## config.mk

```make
export PLATFORM = sky130hd
export DESIGN_NAME = mac_accumulator
export DESIGN_NICKNAME = d
export VERILOG_FILES = /design/src/rtl/mac_accumulator.sv
export SDC_FILE = /design/constraint.sdc
export NUM_CORES = 1
export LEC_CHECK = 0
export ABC_AREA = 1
export ABC_CLOCK_PERIOD_IN_PS = 3700
export BUFFER_PORTS_ARGS = -buffer_cell sky130_fd_sc_hd__buf_2
export CAP_MARGIN = 25
export CELL_PAD_IN_SITES_DETAIL_PLACEMENT = 0
export CELL_PAD_IN_SITES_GLOBAL_PLACEMENT = 1
export CORE_ASPECT_RATIO = 1.25
export CORE_MARGIN = 4
export CORE_UTILIZATION = 43
export DETAILED_ROUTE_END_ITERATION = 10
export PLACE_DENSITY = 0.74
export SETUP_SLACK_MARGIN = 0.5
export SLEW_MARGIN = 20
export SYNTH_ARGS = -nofsm -noshare
export SYNTH_HDL_FRONTEND = slang
export SYNTH_SLANG_ARGS = --single-unit
export TNS_END_PERCENT = 5
```

## constraint.sdc

```tcl
create_clock -name clk_i -period 3.7 [get_ports clk_i]
set_clock_uncertainty 0.15 [all_clocks]
set_input_delay 0.37 -clock clk_i [delete_from_list [all_inputs] [get_ports clk_i]]
set_output_delay 0.37 -clock clk_i [all_outputs]
set_load 0.01 [all_outputs]
```

## src/rtl/mac_accumulator.sv

```systemverilog
// Signed 8x8 multiply-accumulate with chunked accumulation, saturation and a
// first-word-fall-through result FIFO with overflow detection.
module mac_accumulator #(
  parameter int unsigned ACC_W      = 32,
  parameter int unsigned FIFO_DEPTH = 4
) (
  input  logic             clk_i,
  input  logic             rst_ni,
  input  logic             clear_i,
  input  logic [7:0]       ifm_data_i,
  input  logic [7:0]       filter_data_i,
  input  logic             data_valid_i,
  input  logic             chunk_end_i,
  input  logic             chunk_last_i,
  output logic [ACC_W-1:0] psum_o,
  output logic             psum_sat_o,
  output logic             psum_valid_o,
  input  logic             psum_ready_i,
  output logic             stall_o,
  output logic             drop_err_o
);

  localparam int unsigned PTR_W = $clog2(FIFO_DEPTH);
  localparam int unsigned CNT_W = PTR_W + 1;

  localparam logic [ACC_W-1:0] ACC_MAX = {1'b0, {(ACC_W-1){1'b1}}};
  localparam logic [ACC_W-1:0] ACC_MIN = {1'b1, {(ACC_W-1){1'b0}}};

  // Stage 1: registered product and its qualifiers
  logic signed [15:0] prod_q;
  logic               valid_q;
  logic               end_q;
  logic               last_q;

  always_ff @(posedge clk_i or negedge rst_ni) begin
    if (!rst_ni) begin
      prod_q  <= '0;
      valid_q <= 1'b0;
      end_q   <= 1'b0;
      last_q  <= 1'b0;
    end else if (clear_i) begin
      prod_q  <= '0;
      valid_q <= 1'b0;
      end_q   <= 1'b0;
      last_q  <= 1'b0;
    end else begin
      prod_q  <= $signed(ifm_data_i) * $signed(filter_data_i);
      valid_q <= data_valid_i;
      end_q   <= chunk_end_i;
      last_q  <= chunk_last_i;
    end
  end

  // Stage 2: saturating accumulate; one guard bit exposes signed overflow
  logic [ACC_W-1:0] acc_q;
  logic             sat_q;
  logic [ACC_W:0]   addend;
  logic [ACC_W:0]   sum_wide;
  logic             ovf;
  logic [ACC_W-1:0] acc_next;
  logic             sat_next;
  logic             push;

  always_comb begin
    addend   = '0;
    if (valid_q) addend = {{(ACC_W-15){prod_q[15]}}, prod_q};
    sum_wide = {acc_q[ACC_W-1], acc_q} + addend;
    ovf      = sum_wide[ACC_W] ^ sum_wide[ACC_W-1];
    acc_next = sum_wide[ACC_W-1:0];
    if (ovf) acc_next = sum_wide[ACC_W] ? ACC_MIN : ACC_MAX;
    sat_next = sat_q | ovf;
  end

  assign push = end_q & last_q;

  always_ff @(posedge clk_i or negedge rst_ni) begin
    if (!rst_ni) begin
      acc_q <= '0;
      sat_q <= 1'b0;
    end else if (clear_i || push) begin
      acc_q <= '0;
      sat_q <= 1'b0;
    end else begin
      acc_q <= acc_next;
      sat_q <= sat_next;
    end
  end

  // Result FIFO: entries hold {sat, sum}
  logic [ACC_W:0]   mem [FIFO_DEPTH];
  logic [PTR_W-1:0] wr_ptr;
  logic [PTR_W-1:0] rd_ptr;
  logic [CNT_W-1:0] count;
  logic             full;
  logic             pop;
  logic             push_ok;
  logic             drop;

  assign full    = (count == CNT_W'(FIFO_DEPTH));
  assign pop     = (count != '0) & psum_ready_i;
  assign push_ok = push & (~full | pop);
  assign drop    = push & full & ~pop;

  always_ff @(posedge clk_i or negedge rst_ni) begin
    if (!rst_ni) begin
      wr_ptr     <= '0;
      rd_ptr     <= '0;
      count      <= '0;
      drop_err_o <= 1'b0;
    end else if (clear_i) begin
      wr_ptr     <= '0;
      rd_ptr     <= '0;
      count      <= '0;
      drop_err_o <= 1'b0;
    end else begin
      if (push_ok) wr_ptr <= wr_ptr + PTR_W'(1);
      if (pop)     rd_ptr <= rd_ptr + PTR_W'(1);
      case ({push_ok, pop})
        2'b10:   count <= count + CNT_W'(1);
        2'b01:   count <= count - CNT_W'(1);
        default: count <= count;
      endcase
      if (drop) drop_err_o <= 1'b1;
    end
  end

  // Storage needs no reset: outputs are gated by the count
  always_ff @(posedge clk_i) begin
    if (push_ok && !clear_i) mem[wr_ptr] <= {sat_next, acc_next};
  end

  logic [ACC_W:0] head;

  always_comb begin
    head         = mem[rd_ptr];
    psum_valid_o = (count != '0);
    psum_o       = '0;
    psum_sat_o   = 1'b0;
    if (psum_valid_o) begin
      psum_o     = head[ACC_W-1:0];
      psum_sat_o = head[ACC_W];
    end
  end

  assign stall_o = (count >= CNT_W'(FIFO_DEPTH - 2));

endmodule
```

==> results of run 1 <==
## sequential cells by signal, summed over array words and instances (netlist names)
signal / count
mem: 132
acc_q: 32
prod_q: 16
count: 3
rd_ptr: 2
wr_ptr: 2
drop_err_o: 1
end_q: 1
last_q: 1
sat_q: 1
valid_q: 1
## worst max-delay path, delay by kind of cell
kind                     cells  cell delay [ps]
AND/OR/NAND/NOR              6              460
buffers and inverters        6              390
AO/OA/AOI/OAI                2              280
XOR/XNOR                     1              150
adder cells (fa/ha/maj)      5             2290
## metal layers
layer,up-vias,track usage (%),wire [microns]
met5,-,0,0
met4,0,5.87,621
met3,34,2.77,793
met2,168,39.8,18800
met1,5138,24.2,13900
li1,5383,-,-
## where the power goes
group	total, uW	switching, uW	internal (uW)
Sequential	3110	145	2960
Combinational	7780	4260	3520
Clock	1850	808	1050
## layout by cell type, fill, tap and decap left out, types with 14 or more instances in the layout
master       n
inv_1      279
nand2_1    253
nor2_1     189
buf_4      157
edfxtp_1   132
o21ai_0     80
nand2_2     61
a21oi_1     57
dfrtp_1     57
fa_1        54
buf_2       46
nand2_4     40
ha_4        39
inv_2       37
a21oi_2     33
nand3_1     29
buf_6       28
ha_1        26
clkbuf_16   17
nand2_8     15
a21oi_4     14
## cell type report
class / instances / area (sq um)
clock inverters: 9 / 123
multi-input cells: 1015 / 7780
well taps: 396 / 495
clock buffers: 23 / 468
repair buffers: 259 / 2240
inverters: 323 / 1240
flip-flops and latches: 192 / 5470
fillers: 2535 / 11600
## worst max-delay path by stage
stage	to	slack [ps]	cells past startpoint
floorplan	prod_q[12]	-410	21
global placement	prod_q[15]	-560	18
detailed placement	prod_q[15]	-630	18
CTS	prod_q[12]	-90	20
global route	prod_q[15]	-250	17
finish	prod_q[12]	-70	20
## synthesized netlist by cell type, drive strengths merged
cell type and count:
o21ai 96, clkbuf 46, o21a 1, a31oi 4, nor3 8, fa 57, edfxtp 132, o221ai 1
xor2 4, buf 10, o22ai 1, o21bai 4, nor2 209, dfrtp 60, nand4 8, o211ai 1
clkinv 1, or2 10, xnor2 6, a21oi 104, nand2 369, and2 8, inv 322, ha 67
nand3b 2, nand3 55
## cell families after synthesis
logic type / after synthesis
buf+inv: 379
flops: 192
fa+ha+maj: 124
simple gates: 669
xor+xnor: 10
compound gates: 212
## stage by stage
stage	std cells	utilization [%]
global placement	2126	50.2
detailed placement	2126	50.2
CTS	2201	56.1
floorplan	1586	-
finish	2217	60.6
global route	2217	60.6
## timing repair
item	CTS	global route
cloned	5	0
hold endpoints to repair	20	0
endpoints found under the setup margin	170	198
hold buffers	4	0
buffers inserted	34	16
pin swaps	51	107
gates resized for setup	154	293
==> reports/metrics.yaml, run 1 <==
outcome:
  status: "finished, violations left"
  violations: "negative setup slack"
sta:
  fmax_mhz: 265
  tightest_slew_ps: 822
  timing.final.ws_setup_ps: -71.0
  rsz0062_at_grt: "yes"
  hold_viol_final: 0
  report.final.slew_viol_count: 0
  hold_ws_ps: 168
  period_needed_ps: 3770
  tns_ps: -99.6
  max-slew-margin-rel_pct: 45.0
  period_share_pct: 102
  finalSetupViolCount: 3
synthesis:
  ys_types: 38
  synth_cells: 1586
  syn_area_sq_um: 12900
  yosys.area_share.simple_pct: 20.9
  yosys-mux-area-fraction_pct: 0
  yosysWarningCount: 0
  synthesis.nets: 1733
  ys_ff_latch: 192
  synthAdderAreaFrac_pct: 15.4
  synth_top_family_by_area: "simple AND/OR/NAND/NOR gates"
  synth_top_area_cell: "edfxtp_1"
  syn_area_per_cell_sq_um: 8.12
  synth.area.top_cells: "edfxtp_1 (31%), dfrtp_1 (12%), nand2_1 (11%), inv_1 (9.4%), fa_1 (8.9%)"
  yosys.area.top_type_share_pct: 30.8
  synthXorXnorAreaFrac_pct: 0.680
  yosysSeqAreaShare_pct: 42.4
  synth-compound-area-share_pct: 9.28
pwr:
  ir_drop_v: 0.000417
  power_density_nw_per_um2: 715
  total_power_uw: 12700
  leakage_uw: 0.00843
placed_design:
  dp_slack_ps: -629
  dpl.hpwl_microns: 23800
  gp_congestion: 0.898
  io_buffer_count: 58
  dpl-instance-area_sq_um: 14800
worst_hold_path:
  min_to: "valid_q"
  min-delay-path-class: "in -> reg"
  whs_path_depth: 2
  hp-start: "clear_i"
floorplanning:
  die_height_microns: 201
  ios: 59
  dieWidth_microns: 163
  initial_core_util_pct: 43.8
  rows: 70
  core_region_area_sq_um: 29400
  dieArea_sq_um: 32800
setup_path:
  cp-start-kind: "input pin"
  reg2reg_from: "valid_q"
  critPathKind: "in -> reg"
  r2r-end: "acc_q[7]"
  cp.required_ps: 3880
  rrSetupSlack_ps: 200
  crit_chain: "buf_6 > buf_6 > fa_1 > inv_1 > fa_1 > inv_2 > fa_1 > inv_1 > fa_1 > inv_2 > ha_4 > a21oi_2 > nand2_1 > nand2_2 > nand2_2 > a21oi_2 > nor2_1 > nor2_1 > xor2_1 > nor2_1"
  worstPathArrival_ps: 3950
  slowest_delay_ps: 540
  startpoint: "filter_data_i[7]"
  cp_max_fo: 4
  critPathSlowestCell: "fa_1"
  worstSetupEndpointType: "flop"
  crit_top_cell: "fa_1"
  r2r_cells: 24
flow_run:
  max-cap-violations: 0
clock_tree:
  cts-root-buf: "clkbuf_16"
  htree_levels: 4
  cts_buffer_depth: 2
  cts_inserted_buffers: 17
  cts_tree: "built"
  clk_latency_ps: 450
  clock-sinks: 192
  clk_pin_slew_worst_paths_ps: 70
cells_and_area:
  drive_above_1_share_pct: 33.6
  layout.nets: 1955
  diodes: 0
  final_area_sq_um: 17800
  area_growth_pct: 38.4
detailed_routing:
  dr.pass1.iters: 5
  first_iter_violations: 477
  totalWireLength_microns: 34100
  wl_per_cell_microns: 15.4
  ant_nets: 0
  drc: 0
  avgViaCountPerCell: 4.84
  vias: 10700
global_routing:
  grt_pass1_wl_microns: 54600
  grt_max_degree: 68
  grt_pass1_vias: 11000
  grt.total_usage_pct: 20.9
  grt_overflow: 0
  antenna_found_initial: 0
(Power assumes the default switching activity.)
==> run 2: changes to the inputs <==
- CORE_MARGIN: 4 -> 2
==> reports/metrics.yaml, run 2 (synthesis results as in run 1) <==
placed_design:
  dpl-instance-area_sq_um: 14700
  io_buffer_count: 58
  dp_slack_ps: -579
  gp_congestion: 0.868
  dpl.hpwl_microns: 23300
setup_path:
  worstPathArrival_ps: 3910
  reg2reg_from: "valid_q"
  r2r_cells: 22
  cp.required_ps: 3890
  cp-start-kind: "input pin"
  critPathSlowestCell: "fa_1"
  rrSetupSlack_ps: 260
  cp_max_fo: 5
  path_buf_inv: 7
  critPathKind: "in -> reg"
  worstSetupEndpointType: "flop"
  crit_chain: "buf_12 > nand2_8 > inv_6 > fa_1 > inv_2 > fa_1 > inv_2 > fa_1 > inv_2 > fa_1 > inv_2 > ha_4 > nand2_4 > nor3_4 > inv_1 > o211ai_1 > nand3_1 > nand2_1 > nor2_1"
  r2r-end: "acc_q[6]"
  crit_family: "adder cells"
  slowest_delay_ps: 560
detailed_routing:
  drc: 0
  totalWireLength_microns: 32800
  wl_per_cell_microns: 15.1
  dr.pass1.iters: 5
  vias: 10500
  ant_nets: 0
  first_iter_violations: 372
  avgViaCountPerCell: 4.83
flow_run:
  max-cap-violations: 0
floorplanning:
  dieWidth_microns: 159
  initial_core_util_pct: 43.9
  core_region_area_sq_um: 29300
  ios: 59
  dieArea_sq_um: 31400
  die_height_microns: 197
  rows: 70
outcome:
  violations: "negative setup slack"
  status: "finished, violations left"
cells_and_area:
  reg_top3: "mem x132, acc_q x32, prod_q x16"
  diodes: 0
  top_register: "mem"
  area_growth_pct: 35.2
  final_area_sq_um: 17400
  finish.utilization_pct: 59.3
  layout_commonest_cell: "inv_1"
  layout.nets: 1908
  layout_common_cells: "inv_1 (287), nand2_1 (272), nor2_1 (189)"
  largest_reg_flops: 132
  drive_above_1_share_pct: 30.6
sta:
  max-slew-margin-rel_pct: 56.4
  finalSetupViolCount: 1
  tightest_slew_ps: 654
  timing.final.ws_setup_ps: -16.6
  report.final.slew_viol_count: 0
  hold_ws_ps: 173
  fmax_mhz: 269
  period_share_pct: 100
  period_needed_ps: 3720
  rsz0062_at_grt: "yes"
  tns_ps: -16.6
  hold_viol_final: 0
clock_tree:
  cts_buffer_depth: 2
  htree_levels: 4
  clk_pin_slew_worst_paths_ps: 80
  cts-root-buf: "clkbuf_16"
  cts_inserted_buffers: 17
  clock-sinks: 192
  cts_tree: "built"
  clk_latency_ps: 450
pwr:
  power_density_nw_per_um2: 730
  leakage_uw: 0.00817
  ir_drop_v: 0.000478
worst_hold_path:
  whs_path_depth: 2
  hp-start: "clear_i"
  min_to: "prod_q[12]"
  min-delay-path-class: "in -> reg"
global_routing:
  grt_pass1_vias: 10300
  grt_pass1_wl_microns: 51100
  grt.total_usage_pct: 20.6
  grt_overflow: 0
  antenna_found_initial: 0
  grt_max_degree: 47
## run 2: area by class of cell
cell class / count / area [sq um]
tap: 396 / 495
clock buffer: 21 / 470
multi-input combinational: 1015 / 7820
fill: 2574 / 11900
clock inverter: 11 / 120
timing repair buffer: 212 / 1800
sequential: 192 / 5470
inverter: 323 / 1230
## run 2: report_power, final
part	leakage, uW	internal, uW	switching (uW)
logic	0.00589	3410	4340
clock network	0.000290	1000	848
registers	0.00199	2960	147
total	0.00817	7370	5340
## run 2: through the flow
stage	std cells	total power (uW)
after floorplan	1586	6460
after global placement	2116	8450
after detailed placement	2117	8570
after CTS	2156	10600
after global routing	2170	13600
final	2170	12700
## run 2: timing repair
action | 4_1_cts | 5_1_grt
buffers inserted | 2 | 14
resized for setup | 41 | 380
pin swaps | 14 | 156
gates cloned | 1 | 0
endpoints found under the hold margin | 17 | 0
endpoints found under the setup margin | 170 | 174
hold buffers | 4 | 0
## run 2: how the worst max path moves through the flow
| stage | cells after the start | startpoint | end |
|---|---|---|---|
| floorplan | 21 | filter_data_i[2] | prod_q[12] |
| detailed placement | 21 | filter_data_i[2] | prod_q[12] |
| CTS | 20 | filter_data_i[7] | prod_q[12] |
| finish | 19 | filter_data_i[2] | prod_q[15] |
| global route | 21 | ifm_data_i[6] | prod_q[12] |
| global placement | 21 | filter_data_i[2] | prod_q[12] |
## run 2: layer usage
metal,wire length [microns],share of wire (%),GRT usage [%],vias to the layer above
met5,0,0,0,-
li1,-,-,-,5282
met2,18100,55,40.0,138
met4,533,1.6,5.40,0
met1,13500,41,23.8,5019
met3,664,2.0,2.50,37
## run 2: worst reg2reg max path, delay by kind of cell, from the launching register on
family	cells	cell delay (ps)
and+or+nand+nor	12	1180
buffers and inverters	7	830
adders and majority gates	2	630
DFF	1	440
AOI/OAI and AO/OA	1	120
==> run 3: changes to the inputs <==
- CORE_MARGIN: 2 -> unset
- PLACE_DENSITY: 0.74 -> 0.86
==> reports/metrics.yaml, run 3 (synthesis results as in run 1) <==
detailed_routing:
  vias: 11000
  avgViaCountPerCell: 4.97
  totalWireLength_microns: 34600
  ant_nets: 0
  drc: 0
  dr.pass1.iters: 6
  wl_per_cell_microns: 15.7
  first_iter_violations: 649
global_routing:
  grt_use_met2_pct: 41.4
  grt.total_usage_pct: 22.3
  grt_pass1_wl_microns: 53300
  grt.met3_usage_pct: 1.98
  grt_use_met1_pct: 25.7
  antenna_found_initial: 0
  grt_pass1_vias: 11000
  grt_busiest_layer: "met2"
  grt_max_degree: 68
  grt_overflow: 0
setup_path:
  worstPathArrival_ps: 4010
  slowest_delay_ps: 540
  critPathKind: "in -> reg"
  rrSetupSlack_ps: 220
  worstSetupEndpointType: "flop"
  crit_family: "adder cells"
  cp_max_fo: 5
  cp.required_ps: 3870
  path_buf_inv: 6
  crit_chain: "buf_8 > nand2_4 > inv_2 > fa_1 > inv_2 > fa_1 > inv_2 > fa_1 > inv_1 > fa_1 > inv_2 > ha_4 > a21oi_4 > nand2_2 > nand2_2 > nand2_2 > a21oi_2 > nor2_1 > nor2_1 > xor2_1 > nor2_1"
  critPathSlowestCell: "fa_1"
  cp-start-kind: "input pin"
sta:
  rsz0062_at_grt: "yes"
  tightest_slew_ps: 817
  hold_viol_final: 0
  finalSetupViolCount: 3
  timing.final.ws_setup_ps: -146
  period_share_pct: 104
  report.final.slew_viol_count: 0
  period_needed_ps: 3850
  tns_ps: -293
  fmax_mhz: 260
  max-slew-margin-rel_pct: 45.4
clock_tree:
  cts_inserted_buffers: 17
  clk_latency_ps: 440
  htree_levels: 4
  cts-root-buf: "clkbuf_16"
  cts_buffer_depth: 2
  cts_tree: "built"
  clk_pin_slew_worst_paths_ps: 80
  clock-sinks: 192
placed_design:
  gp_congestion: 0.901
  place_inst: 2111
  io_buffer_count: 58
  dpl.hpwl_microns: 22500
  dp_slack_ps: -612
  dpl-instance-area_sq_um: 14600
cells_and_area:
  layout_common_cells: "inv_1 (281), nand2_1 (269), nor2_1 (188)"
  fin_cells: 2205
  final_area_sq_um: 17700
  diodes: 0
  layout.nets: 1943
  drive_above_1_share_pct: 32.8
  area_growth_pct: 37.2
  top_register: "mem"
  layout_commonest_cell: "inv_1"
  reg_top3: "mem x132, acc_q x32, prod_q x16"
  largest_reg_flops: 132
floorplanning:
  initial_core_util_pct: 43.9
  ios: 59
  die_height_microns: 195
  dieWidth_microns: 157
  dieArea_sq_um: 30600
  rows: 70
  core_region_area_sq_um: 29300
outcome:
  status: "finished, violations left"
  violations: "negative setup slack"
pwr:
  ir_drop_v: 0.000370
  leakage_uw: 0.00831
  power_density_nw_per_um2: 722
worst_hold_path:
  min-delay-path-class: "in -> reg"
flow_run:
  max-cap-violations: 0
-- run 3: cell count changes in the layout (fill, tap and decap cells not counted), sizes merged --
cell         delta
clkinvlp        +1
clkbuf          -3
clkinv          +5
buf            +35
dlygate4sd3     -1
inv             -2
-- run 3: path summary, 6_finish.rpt --
| check | from | to | cells past startpoint |
|---|---|---|---|
| hold / removal | data_valid_i | valid_q | 3 |
| min in group asynchronous | rst_ni | drop_err_o | 2 |
| max in group asynchronous | rst_ni | valid_q | 3 |
| setup reg to reg | valid_q | mem[1][28] | 20 |
| setup / recovery | ifm_data_i[6] | prod_q[12] | 21 |
| hold reg to reg | drop_err_o | drop_err_o | 1 |
-- run 3: metal layers --
metal | part of all wire [%] | wire length [microns] | vias to the layer above
li1 | - | - | 5354
met1 | 40 | 13700 | 5257
met2 | 54 | 18500 | 276
met3 | 3.2 | 1120 | 82
met4 | 3.6 | 1260 | 0
met5 | 0 | 0 | -
-- run 3: worst reg2reg max path: stages (launching register included) --
cell        delay, ps
dfrtp_2           420
nand2_2            80
clkinvlp_4        140
clkbuf_16         210
ha_4              300
nand2_4            70
nor2_2            180
and2_4            210
and2_4            150
nand2_4            70
nand2_4            90
nand2_4            60
nand2_2            70
nand2_2            50
nand2_2            80
inv_2              50
ha_4              250
nand3_4           190
buf_6             140
buf_16            180
nand2_8           100
-- run 3: report_power, final --
group	internal [uW]	switching, uW	total, uW
Clock	953	869	1820
Combinational	3450	4340	7790
Sequential	2960	176	3130
-- run 3: timing repair --
action,in CTS,in global routing
hold buffers,3,0
setup buffers,35,17
pin swaps,105,155
gates cloned,5,1
hold endpoints to repair,29,0
setup endpoints to repair,174,175
gates resized for setup,263,166
-- run 3: final cells by class --
type	count	area (sq um)
fill	2369	11700
inverter	323	1230
timing repair buffer	247	2120
sequential	192	5470
multi-input combinational	1015	7750
clock inverter	15	158
tap	396	495
clock buffer	17	425
-- run 3: through the flow --
step	util [%]	power (uW)	hold WS [ps]
floorplan	-	6460	-75.6
detailed placement	49.8	8450	316
CTS	57.4	11700	2.26
global route	60.2	13500	27.2
global placement	49.8	8290	304
finish	60.2	12700	3.50
